`config.mk`:
```
export PLATFORM = sky130hd
export DESIGN_NAME = dmem_byte_bridge_flat
export DESIGN_NICKNAME = d
export VERILOG_FILES = /design/src/rtl/dmem_pkg.sv /design/src/rtl/dmem_byte_bridge_if.sv /design/src/rtl/dmem_timeout_ctr.sv /design/src/rtl/dmem_byte_bridge.sv /design/src/flat_wrapper.sv
export SDC_FILE = /design/constraint.sdc
export NUM_CORES = 1
export LEC_CHECK = 0
export ABC_AREA = 1
export ABC_CLOCK_PERIOD_IN_PS = 2460
export CAP_MARGIN = 20
export CORE_MARGIN = 2
export CORE_UTILIZATION = 49
export DETAILED_ROUTE_END_ITERATION = 8
export GPL_TIMING_DRIVEN = 0
export PLACE_DENSITY = 0.92
export SLEW_MARGIN = 20
export SYNTH_ARGS = -nofsm -noshare
export SYNTH_HDL_FRONTEND = slang
export SYNTH_HIERARCHICAL = 1
export SYNTH_SLANG_ARGS = --single-unit
```
`constraint.sdc`:
```
create_clock -name clk -period 2.46 [get_ports clk]
set_input_delay 0.246 -clock clk [delete_from_list [all_inputs] [get_ports clk]]
set_output_delay 0.246 -clock clk [all_outputs]
set_load 0.005 [all_outputs]
```
`src/rtl/dmem_pkg.sv`:
```
// Shared definitions for the data-memory byte bridge: FSM encoding, lane selects,
// the read data returned on an ack timeout, and the latched request layout.
// Latency: n/a (definitions only). Backpressure: n/a.
package dmem_pkg;

  // Bridge sequencing: accept, even byte, odd byte, completion pulse
  typedef enum logic [1:0] {
    IDLE = 2'd0,
    LO   = 2'd1,
    HI   = 2'd2,
    DONE = 2'd3
  } state_t;

  localparam logic LANE_EVEN = 1'b0;
  localparam logic LANE_ODD  = 1'b1;

  // Read data handed back when the memory never acknowledges
  localparam logic [15:0] TIMEOUT_RDATA = 16'hFFFF;

  // Request fields held for the lifetime of one core access.
  // be0 is only needed at acceptance time, so it is not stored.
  typedef struct packed {
    logic        cmd;
    logic [14:0] waddr;
    logic        be1;
    logic [15:0] wdata;
  } req_t;

  // Byte address of one lane of the addressed 16-bit word
  function automatic logic [15:0] lane_addr(input logic [14:0] waddr, input logic lane);
    return {waddr, lane};
  endfunction

endpackage

```
`src/rtl/dmem_byte_bridge_if.sv`:
```
// Core data-port and byte-memory signals of the bridge bundled into one interface.
// Latency: n/a (wiring only). Backpressure: core holds request until d_mem_rdy, bridge holds mem_req until mem_ack.
// master = core + memory environment side, slave = bridge side.
interface dmem_byte_bridge_if #(
  parameter int ADDR_W = 16
);

  // core data-memory port
  logic        d_mem_assert;
  logic        d_mem_cmd;
  logic [15:0] d_mem_addr;
  logic        d_mem_be0;
  logic        d_mem_be1;
  logic [15:0] d_mem_data_out;
  logic [15:0] d_mem_data_in;
  logic        d_mem_rdy;
  logic        d_mem_err;

  // byte-wide external memory
  logic              mem_req;
  logic              mem_we;
  logic [ADDR_W-1:0] mem_addr;
  logic [7:0]        mem_wdata;
  logic [7:0]        mem_rdata;
  logic              mem_ack;

  modport master (
    output d_mem_assert, d_mem_cmd, d_mem_addr, d_mem_be0, d_mem_be1, d_mem_data_out,
    input  d_mem_data_in, d_mem_rdy, d_mem_err,
    input  mem_req, mem_we, mem_addr, mem_wdata,
    output mem_rdata, mem_ack
  );

  modport slave (
    input  d_mem_assert, d_mem_cmd, d_mem_addr, d_mem_be0, d_mem_be1, d_mem_data_out,
    output d_mem_data_in, d_mem_rdy, d_mem_err,
    output mem_req, mem_we, mem_addr, mem_wdata,
    input  mem_rdata, mem_ack
  );

endinterface

```
`src/rtl/dmem_timeout_ctr.sv`:
```
// Ack watchdog: counts cycles spent waiting for mem_ack, cleared on every bridge state change.
// Latency: expired is combinational, asserted in the cycle whose edge would bring the count to all-ones.
// Backpressure: none; holds its count while en is low.
module dmem_timeout_ctr #(
  parameter int TIMEOUT_W = 8
) (
  input  logic clk,
  input  logic rst,
  input  logic clr,
  input  logic en,
  output logic expired
);

  localparam logic [TIMEOUT_W-1:0] ONE = TIMEOUT_W'(1);

  logic [TIMEOUT_W-1:0] cnt_q;

  // Firing one step early lets the bridge drop mem_req on the same edge the count reaches all-ones
  assign expired = en && (cnt_q == ~ONE);

  // Wait-cycle counter
  always_ff @(posedge clk) begin
    if (rst || clr) begin
      cnt_q <= '0;
    end else if (en) begin
      cnt_q <= cnt_q + ONE;
    end
  end

endmodule

```
`src/rtl/dmem_byte_bridge.sv`:
```
// Serves 16-bit core data accesses from a byte-wide req/ack memory, even lane first, then odd lane.
// Latency: assert->rdy inclusive = 2 + (1 + wait cycles) per enabled lane; all outputs registered.
// Backpressure: core holds d_mem_assert until the one-cycle d_mem_rdy; mem_req is held until mem_ack.
// Optional ack watchdog built when DMEM_BRIDGE_TIMEOUT_EN is defined.
module dmem_byte_bridge
  import dmem_pkg::*;
#(
  parameter int ADDR_W    = 16,
  parameter int TIMEOUT_W = 8
) (
  input  logic              clk,
  input  logic              rst,
  dmem_byte_bridge_if.slave bus
);

  if (TIMEOUT_W < 1) begin : g_bad_timeout_w
    $error("dmem_byte_bridge: TIMEOUT_W must be at least 1");
  end

  state_t state, state_nxt;

  req_t req_q;
  req_t req_cur;

  logic [15:0] rbuf_q, rbuf_nxt;
  logic        in_xfer;
  logic        timeout;
  logic        accept;

  logic              mem_req_q,   mem_req_nxt;
  logic              mem_we_q,    mem_we_nxt;
  logic [ADDR_W-1:0] mem_addr_q,  mem_addr_nxt;
  logic [7:0]        mem_wdata_q, mem_wdata_nxt;
  logic              rdy_q,       rdy_nxt;
  logic [15:0]       data_in_q,   data_in_nxt;

  // Byte lane is selected by the enables, so the address LSB carries no information
  logic unused_addr_lsb;
  assign unused_addr_lsb = bus.d_mem_addr[0];

  assign in_xfer = (state == LO) || (state == HI);
  assign accept  = (state == IDLE) && bus.d_mem_assert;

  // While idle the outgoing transfer is set up straight from the core port; afterwards from the latch
  assign req_cur = (state == IDLE)
                 ? {bus.d_mem_cmd, bus.d_mem_addr[15:1], bus.d_mem_be1, bus.d_mem_data_out}
                 : req_q;

`ifdef DMEM_BRIDGE_TIMEOUT_EN
  logic err_q;
  logic to_clr;
  logic to_en;

  assign to_clr = (state_nxt != state);
  assign to_en  = in_xfer && !bus.mem_ack;

  dmem_timeout_ctr #(
    .TIMEOUT_W (TIMEOUT_W)
  ) u_timeout (
    .clk     (clk),
    .rst     (rst),
    .clr     (to_clr),
    .en      (to_en),
    .expired (timeout)
  );

  // A timeout always lands in DONE, so the flag lines up with the rdy pulse
  always_ff @(posedge clk) begin
    if (rst) begin
      err_q <= 1'b0;
    end else begin
      err_q <= timeout;
    end
  end

  assign bus.d_mem_err = err_q;
`else
  assign timeout       = 1'b0;
  assign bus.d_mem_err = 1'b0;
`endif

  // State, request latch, read buffer and registered outputs
  always_ff @(posedge clk) begin
    if (rst) begin
      state       <= IDLE;
      req_q       <= '0;
      rbuf_q      <= '0;
      mem_req_q   <= 1'b0;
      mem_we_q    <= 1'b0;
      mem_addr_q  <= '0;
      mem_wdata_q <= '0;
      rdy_q       <= 1'b0;
      data_in_q   <= '0;
    end else begin
      state       <= state_nxt;
      if (accept) begin
        req_q <= req_cur;
      end
      rbuf_q      <= rbuf_nxt;
      mem_req_q   <= mem_req_nxt;
      mem_we_q    <= mem_we_nxt;
      mem_addr_q  <= mem_addr_nxt;
      mem_wdata_q <= mem_wdata_nxt;
      rdy_q       <= rdy_nxt;
      data_in_q   <= data_in_nxt;
    end
  end

  // Next state: walk the enabled lanes, a timeout skips whatever lane is left
  always_comb begin
    state_nxt = state;
    unique case (state)
      IDLE: begin
        if (bus.d_mem_assert) begin
          if (bus.d_mem_be0)      state_nxt = LO;
          else if (bus.d_mem_be1) state_nxt = HI;
          else                    state_nxt = DONE;
        end
      end
      LO: begin
        if (timeout)          state_nxt = DONE;
        else if (bus.mem_ack) state_nxt = req_q.be1 ? HI : DONE;
      end
      HI: begin
        if (timeout || bus.mem_ack) state_nxt = DONE;
      end
      DONE: begin
        state_nxt = IDLE;
      end
    endcase
  end

  // Output values for the coming state, plus read-data assembly (disabled lanes stay 0)
  always_comb begin
    mem_req_nxt   = 1'b0;
    mem_we_nxt    = 1'b0;
    mem_addr_nxt  = '0;
    mem_wdata_nxt = '0;
    rdy_nxt       = 1'b0;
    data_in_nxt   = '0;
    rbuf_nxt      = rbuf_q;

    if (accept) begin
      rbuf_nxt = '0;
    end else if (state == LO && bus.mem_ack && !req_q.cmd) begin
      rbuf_nxt[7:0] = bus.mem_rdata;
    end else if (state == HI && bus.mem_ack && !req_q.cmd) begin
      rbuf_nxt[15:8] = bus.mem_rdata;
    end

    case (state_nxt)
      LO: begin
        mem_req_nxt   = 1'b1;
        mem_we_nxt    = req_cur.cmd;
        mem_addr_nxt  = ADDR_W'(lane_addr(req_cur.waddr, LANE_EVEN));
        mem_wdata_nxt = req_cur.wdata[7:0];
      end
      HI: begin
        mem_req_nxt   = 1'b1;
        mem_we_nxt    = req_cur.cmd;
        mem_addr_nxt  = ADDR_W'(lane_addr(req_cur.waddr, LANE_ODD));
        mem_wdata_nxt = req_cur.wdata[15:8];
      end
      DONE: begin
        rdy_nxt     = 1'b1;
        data_in_nxt = timeout ? TIMEOUT_RDATA : rbuf_nxt;
      end
      default: begin
      end
    endcase
  end

  assign bus.mem_req       = mem_req_q;
  assign bus.mem_we        = mem_we_q;
  assign bus.mem_addr      = mem_addr_q;
  assign bus.mem_wdata     = mem_wdata_q;
  assign bus.d_mem_rdy     = rdy_q;
  assign bus.d_mem_data_in = data_in_q;

endmodule

```
`src/flat_wrapper.sv`:
```
// flat-port wrapper written by rule: the top's interface ports become plain ports
module dmem_byte_bridge_flat import dmem_pkg::*;
#(
  parameter int ADDR_W    = 16,
  parameter int TIMEOUT_W = 8
)
  (clk, rst, bus_d_mem_assert, bus_d_mem_cmd, bus_d_mem_addr, bus_d_mem_be0, bus_d_mem_be1, bus_d_mem_data_out, bus_d_mem_data_in, bus_d_mem_rdy, bus_d_mem_err, bus_mem_req, bus_mem_we, bus_mem_addr, bus_mem_wdata, bus_mem_rdata, bus_mem_ack);
  dmem_byte_bridge_if #(.ADDR_W(ADDR_W)) bus_i ();
  input  logic clk;
  input  logic rst;
  input wire logic [$bits(bus_i.d_mem_assert)-1:0] bus_d_mem_assert;
  input wire logic [$bits(bus_i.d_mem_cmd)-1:0] bus_d_mem_cmd;
  input wire logic [$bits(bus_i.d_mem_addr)-1:0] bus_d_mem_addr;
  input wire logic [$bits(bus_i.d_mem_be0)-1:0] bus_d_mem_be0;
  input wire logic [$bits(bus_i.d_mem_be1)-1:0] bus_d_mem_be1;
  input wire logic [$bits(bus_i.d_mem_data_out)-1:0] bus_d_mem_data_out;
  output wire logic [$bits(bus_i.d_mem_data_in)-1:0] bus_d_mem_data_in;
  output wire logic [$bits(bus_i.d_mem_rdy)-1:0] bus_d_mem_rdy;
  output wire logic [$bits(bus_i.d_mem_err)-1:0] bus_d_mem_err;
  output wire logic [$bits(bus_i.mem_req)-1:0] bus_mem_req;
  output wire logic [$bits(bus_i.mem_we)-1:0] bus_mem_we;
  output wire logic [$bits(bus_i.mem_addr)-1:0] bus_mem_addr;
  output wire logic [$bits(bus_i.mem_wdata)-1:0] bus_mem_wdata;
  input wire logic [$bits(bus_i.mem_rdata)-1:0] bus_mem_rdata;
  input wire logic [$bits(bus_i.mem_ack)-1:0] bus_mem_ack;
  assign bus_i.d_mem_assert = bus_d_mem_assert;
  assign bus_i.d_mem_cmd = bus_d_mem_cmd;
  assign bus_i.d_mem_addr = bus_d_mem_addr;
  assign bus_i.d_mem_be0 = bus_d_mem_be0;
  assign bus_i.d_mem_be1 = bus_d_mem_be1;
  assign bus_i.d_mem_data_out = bus_d_mem_data_out;
  assign bus_d_mem_data_in = bus_i.d_mem_data_in;
  assign bus_d_mem_rdy = bus_i.d_mem_rdy;
  assign bus_d_mem_err = bus_i.d_mem_err;
  assign bus_mem_req = bus_i.mem_req;
  assign bus_mem_we = bus_i.mem_we;
  assign bus_mem_addr = bus_i.mem_addr;
  assign bus_mem_wdata = bus_i.mem_wdata;
  assign bus_i.mem_rdata = bus_mem_rdata;
  assign bus_i.mem_ack = bus_mem_ack;
  dmem_byte_bridge #(.ADDR_W(ADDR_W), .TIMEOUT_W(TIMEOUT_W)) u_core (.clk(clk), .rst(rst), .bus(bus_i));
endmodule
```
==> run_results.csv <==
group,metric,value,unit
die,die_h,90.05,µm
min_path,hold_class,"in2reg",
timing,slew-limit-headroom,66.49,%
power_and_ir_drop,ir_drop,420.2,µV
timing,hold_slack,214.9,ps
setup_path,cp_data_arrival_time,2540,ps
detailed_routing,wl_per_cell,13.56,µm
yosys,syn_avg_cell_area,7.704,µm²
yosys,syn_area,3628,µm²
placed_design,port_buffers,87,
power_and_ir_drop,p_leak,2.131,nW
status,status,"finished clean",
power_and_ir_drop,power_density,764.7,nW/µm²
die,rows,31,
yosys,synth_top_family_by_area,"simple AND/OR/NAND/NOR gates",
setup_path,r2r_slack,230,ps
global_route,grt-ovfl-total,0,
die,io_pins,91,
yosys,yosysMostFrequentCell,"dfxtp_1",
yosys,synth_top_area_share,51.86,%
yosys,synth_fp_nets,522,
setup_path,crit_path_end_kind,"flop",
setup_path,r2r-start,"u_core/state[1]$_SDFF_PP0_",
yosys,yosys.area_share.simple,23.41,%
cts,root_buffer,"clkbuf_8",
placed_design,dp_hpwl,6560,µm
placed_design,gp_congestion,0.8965,
yosys,synthArstFlopShare,0,%
setup_path,endpoint,"u_core/bus.mem_addr[9]$_SDFF_PP0_",
die,fp.coreArea,7214,µm²
detailed_routing,finalWirelength,9083,µm
final_layout,num_antenna_cells,0,
cts,cts_tree,"yes",
timing,skew,7.462,ps
final_layout,fillers,572,
yosys,synth_cell_types,23,
global_route,track_usage,22.13,%
cts,cts_buffers,9,
cts,clkSinkCount,94,
setup_path,setup.worst_path.start_class,"input pin",
run,maxCapViolCount,0,
timing,report.final.hold_viol_count,0,
detailed_routing,detail-route-antenna-nets,0,
timing,slew_viol_final,0,
die,initial_utilization,50.29,%
setup_path,regToRegEndpoint,"u_core/bus.mem_addr[9]$_SDFF_PP0_",
detailed_routing,via_per_inst,5.090,
timing,fin_crit_sh,93.13,%
timing,rsz0062_at_grt,"no",
yosys,synth_top_flop_cell,"dfxtp_1",
die,die_x,90.05,µm
min_path,hold_depth,2,
die,design.die.area,8109,µm²
yosys,ys_seq_area_share,51.86,%
timing,max_freq,436.5,MHz
cts,cts_setup_buffers,0,
yosys,synth_warnings,6,
final_layout,final_nets,617,
yosys,syn_inst,471,
timing,worst_pin_slew,502.6,ps
setup_path,reg2reg_depth,10,
cts,insertion_delay,360,ps
yosys,synth-adder-area-share,1.379,%
cts,htree_levels,3,
final_layout,layoutNonFillerInstCount,670,
yosys,synth-seq-cells,94,
final_layout,areaGrowthSynthToFinish,34.79,%
global_route,antenna_found_initial,0,
yosys,synth_compound_area_share,12.28,%
setup_path,startpoint,"bus_mem_ack",
cts,cts_buffer_depth,2,
placed_design,dp.cells,657,
detailed_routing,route.detailed.drc,0,
cts,cts_hold_buffers,0,
yosys,synth_common_cells,"dfxtp_1, nand2_1, inv_1, nor2_1, o21ai_0",
setup_path,critPathRequiredTime,2710,ps
global_route,grt_max_degree,17,
setup_path,critPathMaxFanout,10,
timing,period_minus_slack,2291,ps
yosys,synth_mux_area_share,0,%
detailed_routing,firstDrtPassIters,5,
setup_path,crit_type,"in2reg",
yosys,synthXorXnorAreaFrac,0,%
detailed_routing,drtIter0Drc,224,
detailed_routing,vias,3410,
timing,setup_viol,0,
global_route,grt_pass1_vias,3294,
yosys,synth_area_leaders,"dfxtp_1, nand2_1, inv_1",
global_route,grt_pass1_wl,14600,µm
yosys,synth_top_area_cell,"dfxtp_1",
yosys,synth_edf_count,0,
final_layout,drive_above_1_share,8.757,%
cts,clk_pin_slew,90,ps
==> registers in the layout, summed over array words and instances, names as in the netlist <==
signal                    flops
u_core/state                  2
u_core/rbuf_q                16
u_core/req_q                 33
u_core/bus.d_mem_data_in     16
u_core/bus.mem_addr          16
u_core/bus.d_mem_rdy          1
u_core/bus.mem_req            1
u_core/bus.mem_wdata          8
u_core/bus.mem_we             1
==> power by group <==
part	total, mW	switching [mW]	internal, mW
clock network	1.25	0.539	0.710
registers	1.71	0.0584	1.65
logic	0.780	0.453	0.328
==> stage by stage <==
step / setup WS (ps) / power [mW] / utilization (%) / instance area (µm²) / TNS, ps
after floorplan: 306.3 / 2.173 / - / 3628 / 0
after global placement: -611.6 / 2.451 / 64.08 / 4623 / -11310
after detailed placement: -675.1 / 2.487 / 64.08 / 4623 / -12550
after CTS: 11.90 / 3.729 / 67.69 / 4883 / 0
after global routing: 2.490 / 3.899 / 67.79 / 4891 / 0
final: 168.9 / 3.740 / 67.79 / 4891 / 0
==> logic make-up after synthesis <==
group / Yosys count
flip-flops: 94
buffers and inverters: 95
adder cells (fa/ha/maj): 4
AO/OA/AOI/OAI: 83
AND/OR/NAND/NOR: 194
other: 1
==> metal layers <==
metal | GRT usage, % | wire, µm | vias up
met1 | 26.67 | 3708 | 1553
met2 | 37.53 | 4530 | 169
met3 | 5.113 | 637 | 26
li1 | - | - | 1662
met5 | 0 | 0 | -
met4 | 10.13 | 207 | 0
==> cell usage in the layout, fill, tap and decap left out, types with 3 or more instances in the layout <==
cell type        count
clkbuf_1             4
bufinv_16            3
a211oi_1            12
nor2_1              62
nand4_1              8
nand3_1             32
o21ai_0             36
buf_4                4
dfxtp_1             93
a21oi_1             34
nor2_4               5
clkbuf_8            10
inv_1               67
buf_2                9
clkbuf_2             3
nand2_1             81
clkdlybuf4s50_1     87
==> worst max-delay path, stage by stage <==
cell and delay [ps]:
clkdlybuf4s50_1 540, clkbuf_2 260, nand2_1 80, nand2_1 60, o21ai_0 90, nor2_2 210, ha_2 320, nor2_4 170
o21ai_4 100, buf_4 190, a211oi_1 250
==> cell type report <==
| cell class | instances | area, µm² | share of cell area [%] |
|---|---|---|---|
| Buffer | 24 | 135.1 | 2.763 |
| Clock buffer | 10 | 137.6 | 2.814 |
| Clock inverter | 6 | 115.1 | 2.354 |
| Inverter | 68 | 255.2 | 5.219 |
| Multi-Input combinational cell | 282 | 1370 | 28.01 |
| Sequential cell | 94 | 1883 | 38.50 |
| Tap cell | 99 | 123.9 | 2.533 |
| Timing Repair Buffer | 87 | 870.8 | 17.81 |
==> how the worst min path moves through the flow <==
stage | slack [ps] | from | to
after global placement | 440 | u_core/req_q[28]$_SDFFE_PP0P_ | u_core/req_q[28]$_SDFFE_PP0P_
after detailed placement | 460 | u_core/req_q[30]$_SDFFE_PP0P_ | u_core/req_q[30]$_SDFFE_PP0P_
after global routing | 210 | rst | u_core/state[0]$_SDFF_PP0_
after CTS | 200 | rst | u_core/state[0]$_SDFF_PP0_
after floorplan | 380 | bus_d_mem_data_out[10] | u_core/req_q[10]$_SDFFE_PP0P_
final | 210 | rst | u_core/state[0]$_SDFF_PP0_
==> what timing repair did <==
| item | 4_1_cts | 5_1_grt |
|---|---|---|
| endpoints found under the hold margin | 0 | 0 |
| setup endpoints to repair | 21 | 20 |
| pin swaps | 0 | 0 |
| resized for setup | 3 | 6 |
Note: power is estimated with default switching activity, not from simulation.
